==> src/rtl/qtr_emu_pkg.sv <==
// Shared definitions for the QTR reflectance-channel emulator: FSM state
// encoding, tick length and the largest reflectance value the host can read.
package qtr_emu_pkg;

   typedef enum logic [1:0] {
      IDLE   = 2'd0,
      CHARGE = 2'd1,
      DECAY  = 2'd2
   } qtr_state_t;

   localparam int QTR_TICK_US   = 10;
   localparam int QTR_MAX_VALUE = 255;

   // Clock cycles in one decay tick for a given system clock.
   function automatic int qtr_tick_cycles(input int clk_hz);
      return clk_hz / (1_000_000 / QTR_TICK_US);
   endfunction

endpackage

==> src/rtl/qtr_emu_if.sv <==
// Sensor-side bus of one QTR channel: host line drive, host CTRL pin, the
// reflectance load port and the emulator status outputs.
// master = host / test harness, slave = emulator.
interface qtr_emu_if;
   logic [7:0] value_in;
   logic       value_wr;
   logic       host_oe;
   logic       host_sig;
   logic       host_ctrl;
   logic       line_out;
   logic       decay_active;
   logic       charge_ok;
   logic       done;
   logic [7:0] cur_value;

   modport master (
      output value_in, value_wr, host_oe, host_sig, host_ctrl,
      input  line_out, decay_active, charge_ok, done, cur_value
   );

   modport slave (
      input  value_in, value_wr, host_oe, host_sig, host_ctrl,
      output line_out, decay_active, charge_ok, done, cur_value
   );
endinterface

==> src/rtl/qtr_emu_tick_gen_10us.sv <==
// Restartable prescaler: counts 0..TEN_US_COUNT-1 while enabled and flags the
// last count of each period with a one-cycle tick. restart is synchronous and
// wins over enable.
module tick_gen_10us #(
   parameter int TEN_US_COUNT = 600
) (
   input  logic clk,
   input  logic reset_n,
   input  logic restart,
   input  logic en,
   output logic tick
);
   localparam int PW = (TEN_US_COUNT > 1) ? $clog2(TEN_US_COUNT) : 1;
   localparam logic [PW-1:0] LAST = PW'(TEN_US_COUNT - 1);

   logic [PW-1:0] cnt;

   // Prescaler counter, wraps at LAST.
   always_ff @(posedge clk or negedge reset_n) begin
      if (!reset_n)       cnt <= '0;
      else if (restart)   cnt <= '0;
      else if (en)        cnt <= (cnt == LAST) ? '0 : cnt + 1'b1;
   end

   assign tick = en && (cnt == LAST);
endmodule

==> src/rtl/qtr_emu.sv <==
// QTR reflectance-channel emulator (sensor end of the charge/decay timing
// interface). Detects the host charge pulse, then holds the line high for
// cur_value ticks of 10 us before releasing it.
// Optional build macro QTR_EMU_CTRL_EN: when defined, host_ctrl=0 at commit
// time (LED off) forces the decay to the maximum value.
module qtr_emu
   import qtr_emu_pkg::*;
#(
   parameter int CLK_FREQUENCY    = 60_000_000,
   parameter int TEN_US_COUNT     = qtr_tick_cycles(CLK_FREQUENCY),
   parameter int CHARGE_MIN_COUNT = TEN_US_COUNT
) (
   input  logic     clk,
   input  logic     reset_n,
   qtr_emu_if.slave bus
);
   localparam int CW = $clog2(CHARGE_MIN_COUNT + 1);
   localparam logic [CW-1:0] CHARGE_FULL = CW'(CHARGE_MIN_COUNT);

   qtr_state_t    state, state_nxt;
   logic [CW-1:0] charge_cnt, charge_cnt_nxt, charge_start;
   logic [7:0]    tick_cnt, tick_cnt_nxt;
   logic [7:0]    cur_value_q, cur_value_nxt;
   logic [7:0]    shadow, commit_val;
   logic          emu_drive, emu_drive_nxt;
   logic          done_q, done_nxt;
   logic          charge_ok_q, charge_ok_nxt;
   logic          presc_restart, tick, decay_en;

`ifdef QTR_EMU_CTRL_EN
   assign commit_val = bus.host_ctrl ? shadow : 8'(QTR_MAX_VALUE);
`else
   // host_ctrl is deliberately ignored in this build.
   logic unused_host_ctrl;
   assign unused_host_ctrl = bus.host_ctrl;
   assign commit_val       = shadow;
`endif

   // The first driven cycle of a charge already counts toward the minimum.
   assign charge_start = bus.host_sig ? CW'(1) : '0;
   assign decay_en     = (state == DECAY);

   tick_gen_10us #(.TEN_US_COUNT(TEN_US_COUNT)) u_tick (
      .clk     (clk),
      .reset_n (reset_n),
      .restart (presc_restart),
      .en      (decay_en),
      .tick    (tick)
   );

   // Shadow register accepts writes in every state; only commit reads it.
   always_ff @(posedge clk or negedge reset_n) begin
      if (!reset_n)          shadow <= '0;
      else if (bus.value_wr) shadow <= bus.value_in;
   end

   // FSM and datapath state registers.
   always_ff @(posedge clk or negedge reset_n) begin
      if (!reset_n) begin
         state       <= IDLE;
         charge_cnt  <= '0;
         tick_cnt    <= '0;
         cur_value_q <= '0;
         emu_drive   <= 1'b0;
         done_q      <= 1'b0;
         charge_ok_q <= 1'b0;
      end else begin
         state       <= state_nxt;
         charge_cnt  <= charge_cnt_nxt;
         tick_cnt    <= tick_cnt_nxt;
         cur_value_q <= cur_value_nxt;
         emu_drive   <= emu_drive_nxt;
         done_q      <= done_nxt;
         charge_ok_q <= charge_ok_nxt;
      end
   end

   // Next-state: charge qualification, commit on release, tick-timed decay.
   always_comb begin
      state_nxt      = state;
      charge_cnt_nxt = charge_cnt;
      tick_cnt_nxt   = tick_cnt;
      cur_value_nxt  = cur_value_q;
      emu_drive_nxt  = emu_drive;
      done_nxt       = 1'b0;
      charge_ok_nxt  = charge_ok_q;
      presc_restart  = 1'b0;
      case (state)
         IDLE: begin
            emu_drive_nxt = 1'b0;
            if (bus.host_oe) begin
               state_nxt      = CHARGE;
               charge_cnt_nxt = charge_start;
            end
         end
         CHARGE: begin
            if (bus.host_oe) begin
               if (!bus.host_sig)                charge_cnt_nxt = '0;
               else if (charge_cnt != CHARGE_FULL) charge_cnt_nxt = charge_cnt + 1'b1;
            end else if (charge_cnt == CHARGE_FULL) begin
               charge_ok_nxt = 1'b1;
               cur_value_nxt = commit_val;
               presc_restart = 1'b1;
               tick_cnt_nxt  = '0;
               if (commit_val == 8'd0) begin
                  emu_drive_nxt = 1'b0;
                  done_nxt      = 1'b1;
                  state_nxt     = IDLE;
               end else begin
                  emu_drive_nxt = 1'b1;
                  state_nxt     = DECAY;
               end
            end else begin
               charge_ok_nxt = 1'b0;
               emu_drive_nxt = 1'b0;
               state_nxt     = IDLE;
            end
         end
         DECAY: begin
            if (bus.host_oe) begin
               // Host re-charges mid-decay: abandon this decay silently.
               state_nxt      = CHARGE;
               charge_cnt_nxt = charge_start;
               emu_drive_nxt  = 1'b0;
            end else if (tick) begin
               if (tick_cnt == cur_value_q - 8'd1) begin
                  emu_drive_nxt = 1'b0;
                  done_nxt      = 1'b1;
                  state_nxt     = IDLE;
               end else begin
                  tick_cnt_nxt = tick_cnt + 8'd1;
               end
            end
         end
         default: state_nxt = IDLE;
      endcase
   end

   // Wired bus: the host wins whenever it drives the line.
   assign bus.line_out     = bus.host_oe ? bus.host_sig : emu_drive;
   assign bus.decay_active = decay_en;
   assign bus.charge_ok    = charge_ok_q;
   assign bus.done         = done_q;
   assign bus.cur_value    = cur_value_q;
endmodule

==> src/flat_wrapper.sv <==
// flat-port wrapper written by rule: the top's interface ports become plain ports
module qtr_emu_flat import qtr_emu_pkg::*;
#(
   parameter int CLK_FREQUENCY    = 60_000_000,
   parameter int TEN_US_COUNT     = qtr_tick_cycles(CLK_FREQUENCY),
   parameter int CHARGE_MIN_COUNT = TEN_US_COUNT
)
  (clk, reset_n, bus_value_in, bus_value_wr, bus_host_oe, bus_host_sig, bus_host_ctrl, bus_line_out, bus_decay_active, bus_charge_ok, bus_done, bus_cur_value);
  qtr_emu_if bus_i ();
  input  logic clk;
  input  logic reset_n;
  input wire logic [$bits(bus_i.value_in)-1:0] bus_value_in;
  input wire logic [$bits(bus_i.value_wr)-1:0] bus_value_wr;
  input wire logic [$bits(bus_i.host_oe)-1:0] bus_host_oe;
  input wire logic [$bits(bus_i.host_sig)-1:0] bus_host_sig;
  input wire logic [$bits(bus_i.host_ctrl)-1:0] bus_host_ctrl;
  output wire logic [$bits(bus_i.line_out)-1:0] bus_line_out;
  output wire logic [$bits(bus_i.decay_active)-1:0] bus_decay_active;
  output wire logic [$bits(bus_i.charge_ok)-1:0] bus_charge_ok;
  output wire logic [$bits(bus_i.done)-1:0] bus_done;
  output wire logic [$bits(bus_i.cur_value)-1:0] bus_cur_value;
  assign bus_i.value_in = bus_value_in;
  assign bus_i.value_wr = bus_value_wr;
  assign bus_i.host_oe = bus_host_oe;
  assign bus_i.host_sig = bus_host_sig;
  assign bus_i.host_ctrl = bus_host_ctrl;
  assign bus_line_out = bus_i.line_out;
  assign bus_decay_active = bus_i.decay_active;
  assign bus_charge_ok = bus_i.charge_ok;
  assign bus_done = bus_i.done;
  assign bus_cur_value = bus_i.cur_value;
  qtr_emu #(.CLK_FREQUENCY(CLK_FREQUENCY), .TEN_US_COUNT(TEN_US_COUNT), .CHARGE_MIN_COUNT(CHARGE_MIN_COUNT)) u_core (.clk(clk), .reset_n(reset_n), .bus(bus_i));
endmodule
==> config.mk <==
export PLATFORM = sky130hd
export DESIGN_NAME = qtr_emu_flat
export DESIGN_NICKNAME = d
export VERILOG_FILES = /design/src/rtl/qtr_emu_pkg.sv /design/src/rtl/qtr_emu_if.sv /design/src/rtl/qtr_emu_tick_gen_10us.sv /design/src/rtl/qtr_emu.sv /design/src/flat_wrapper.sv
export SDC_FILE = /design/constraint.sdc
export NUM_CORES = 1
export LEC_CHECK = 0
export BUFFER_PORTS_ARGS = -buffer_cell sky130_fd_sc_hd__buf_2
export CAP_MARGIN = 40
export CORE_MARGIN = 3
export CORE_UTILIZATION = 45
export DETAILED_ROUTE_END_ITERATION = 10
export HOLD_SLACK_MARGIN = 0.15
export MAX_ROUTING_LAYER = met4
export RECOVER_POWER = 100
export REMOVE_ABC_BUFFERS = 1
export SETUP_SLACK_MARGIN = 0.4
export SLEW_MARGIN = 20
export SYNTH_ARGS = -nofsm -noshare
export SYNTH_HDL_FRONTEND = slang
export SYNTH_SLANG_ARGS = --single-unit
==> constraint.sdc <==
create_clock -name clk -period 4.18 [get_ports clk]
set_input_delay 1.045 -clock clk [delete_from_list [all_inputs] [get_ports clk]]
set_output_delay 1.045 -clock clk [all_outputs]
set_load 0.05 [all_outputs]
==> summary.txt <==
Outcome
  • Outcome: finished with violations
  • Failing checks: capacitance limit, slew limit

STA
  • RSZ-0062 raised after global routing: false
  • Pin slew with the least headroom to its limit: 1590 ps
  • WHS: 507 ps
  • Slew Viols, Final: 32
  • Minimum clock period: 3150 ps
  • Final TNS setup: 0 ps
  • Relative slew slack: -6.11%
  • Max Freq: 318 MHz
  • Period Utilization, post-route: 75.3%
  • Final setup fails: 0
  • Clk_skew: 6.53 ps
  • Final hold vios: 0

Critical path
  • Critical path class: in2out
  • Slowest cell on the critical path: clkbuf_1
  • Worst Path Arrival: 2100 ps
  • R2r setup slk: 1060 ps
  • Worst path bufs/invs: 2
  • Worst endpoint required time: 3130 ps
  • Cells along the critical path: clkbuf_1, mux2_2, buf_2
  • Worst path max stage delay: 430 ps
  • CP top delay family: buffers and inverters
  • CP Launch Type: primary input
  • CP Capture Type: output pin
  • Critical Path Fanout Max: 15

Global routing
  • Pin count of the biggest net entering global routing: 32
  • GRT Overall Usage: 16.2%
  • Initial antenna violation count: 0
  • Vias in the first global route: 1967
  • GRT Residual Overflow: 0
  • First-pass GRT wire length: 9.28 mm

Clocking
  • Clk Latency, worst-skew pair: 300 ps
  • Hold buffer count at CTS: 0
  • Cts repair resizes: 0
  • Clk sinks: 49
  • CTS Buf Count: 5
  • H-tree levels: 2
  • Post CTS Setup Buffer Count: 0
  • Clock-pin slew on the worst setup and hold paths: 100 ps
  • Root Driver: clkbuf_8
  • CTS tree: done
  • Clock tree buffer depth: 2

Route
  • Drt first pass iters: 4
  • Routed wire length: 5.23 mm
  • Drt initial violations: 59
  • DR DRC count: 0
  • ANT nets after route: 0
  • Detailed-route wire length per cell: 13.4 um
  • Total number of vias: 2103
  • Vias/cell: 5.38

Power
  • Reg power frac: 54.2%
  • Static leakage: 1.38 nW
  • P_int: 0.000676 W
  • Power share of the clock group: 30.7%
  • Net switching fraction of the power: 29.8%
  • Max IR drop VDD: 0.000182 V
  • Pwr Total: 0.000962 W
  • Power share of the combinational group: 15.1%
  • Pwr dens: 319 nW/um2
  • Net Switching: 0.000286 W

Finish
  • Diodes inserted: 0
  • Finished Layout Cells: 391
  • Area delta synth->final: 8.06%
  • Layout Nets: 339
  • Filler cells: 596
  • Layout cells sized above 1: 12.3%

Placement
  • Total placed cells including tap cells: 382
  • PortBufs: 24
  • Final RePlAce weighted congestion: 0.777
  • Dpl hpwl: 3.86 mm

Yosys
  • Top cell type by total area after synthesis: dfrtp_1
  • Library cells used by synthesis: 47
  • Share of flip-flops with an asynchronous set or reset after synthesis: 100%
  • Post-synth EDFFs: 0
  • Gate Count Post-Synth: 288
  • Mapped Area: 2790 um2
  • Yosys reg bits: 49
  • Area contributors post-synth: dfrtp_1 44%, o21ai_0 6.5%, mux2_2 6.0%
  • Synth Flop Type: dfrtp_1
  • Synth top area share: 43.9%
  • Syn_area_per_cell: 9.70 um2
  • Post-synthesis sequential area ratio: 43.9%
  • Yosys warning count: 0

Floorplanning
  • Initial Util: 46.9%
  • Die Wd: 84.8 um
  • Die area: 7190 um2
  • Vert. Die Dim: 84.8 um
  • Rows: 28
  • Core Area: 5960 um2
  • I/O Pins: 26

Job
  • Max-capacitance violation count: 1

Min path
  • Hold Path Class: reg2reg
-- kinds of logic (layout without fill, tap and decap cells) --
| kind of cell | Yosys count | count (layout) | synth area share [%] |
|---|---|---|---|
| AO/OA/AOI/OAI | 66 | 66 | 15.0 |
| adder cells (fa/ha/maj) | 10 | 10 | 4.48 |
| AND/OR/NAND/NOR | 111 | 111 | 22.1 |
| flip-flops | 49 | 49 | 43.9 |
| XOR/XNOR | 17 | 17 | 5.33 |
| multiplexers | 16 | 16 | 6.45 |
| buffers and inverters | 19 | 47 | 2.69 |
-- sequential cells by signal (all words and copies together), names as in the netlist --
name,cells
u_core.emu_drive,1
u_core.commit_val,8
u_core.u_tick.cnt,10
u_core.bus.done,1
u_core.tick_cnt,8
u_core.charge_cnt,10
u_core.bus.cur_value,8
u_core.bus.charge_ok,1
u_core.state,2
-- power by group through the flow --
stage / combinational [W] / clock [W] / sequential [W]
after floorplan: 0.000106 / 0 / 0.000527
after global placement: 0.000153 / 0 / 0.000530
after detailed placement: 0.000153 / 0 / 0.000531
after CTS: 0.000153 / 0.000311 / 0.000521
after global routing: 0.000169 / 0.000326 / 0.000526
final: 0.000145 / 0.000296 / 0.000521
-- metal layers --
layer	global-route usage, %	routed length [um]
met1	22.9	2720
met2	24.2	2350
met3	3.24	130
met4	3.45	29
met5	-	0
-- final timing paths --
check | start | end | depth (start not counted)
max | bus_host_oe | bus_line_out | 3
min | u_core.emu_drive | u_core.emu_drive | 2
max reg2reg | u_core.state[1] | u_core.tick_cnt[5] | 8
min reg2reg | u_core.emu_drive | u_core.emu_drive | 2
max in group asynchronous | reset_n | u_core.bus.cur_value[0] | 2
min in group asynchronous | reset_n | u_core.charge_cnt[6] | 1
-- worst reg2reg max path, delay by kind of cell (launching register included) --
family                   cells  cell delay [ps]
adder cells (fa/ha/maj)      1              240
AND/OR/NAND/NOR              3              600
flip-flops                   1              440
AO/OA/AOI/OAI                3             1670
buffers and inverters        1              100
-- layout make-up --
type | instances | area (um2) | area share [%]
Clock inverter | 3 | 28.8 | 0.954
Timing Repair Buffer | 27 | 119 | 3.94
Multi-Input combinational cell | 220 | 1440 | 47.6
Clock buffer | 5 | 68.8 | 2.28
Tap cell | 75 | 93.8 | 3.11
Inverter | 12 | 45.0 | 1.49
Sequential cell | 49 | 1230 | 40.6
-- metrics by stage --
| stage | setup WS [ps] | instance area (um2) | utilization (%) |
|---|---|---|---|
| after floorplan | 1630 | 2760 | - |
| after global placement | 1240 | 2980 | 50.1 |
| after detailed placement | 1240 | 2990 | 50.2 |
| after CTS | 1240 | 3090 | 51.8 |
| after global routing | 646 | 3020 | 50.7 |
| final | 1030 | 3020 | 50.7 |
-- cell usage in the layout, fill, tap and decap left out, types with 4 or more instances in the layout --
cell,netlist,routed
inv_1,12,12
nand2_1,27,27
mux2_2,15,15
nand4_1,7,8
dfrtp_1,49,49
a31oi_1,5,5
nand3_1,10,10
nor2_1,23,24
buf_2,3,11
o21ai_0,36,39
and3_1,7,7
nand2b_1,5,5
clkbuf_8,0,5
ha_1,10,10
nor3_1,8,8
nor2b_1,4,4
xnor2_1,14,14
clkbuf_1,4,15
a21oi_1,7,8
-- synth_stat cells (2+ instances only) --
library cell	instances
a21o_1	3
a21oi_1	7
a31oi_1	5
and3_1	7
and3b_1	3
and4b_1	3
buf_2	3
clkbuf_1	4
dfrtp_1	49
ha_1	10
inv_1	12
mux2_2	15
nand2_1	27
nand2b_1	5
nand3_1	10
nand4_1	7
nor2_1	23
nor2b_1	4
nor3_1	8
o21ai_0	36
o21ai_1	3
o31ai_1	2
or3_1	2
or4_1	2
xnor2_1	14
xor2_1	3
(Power assumes the default switching activity.)
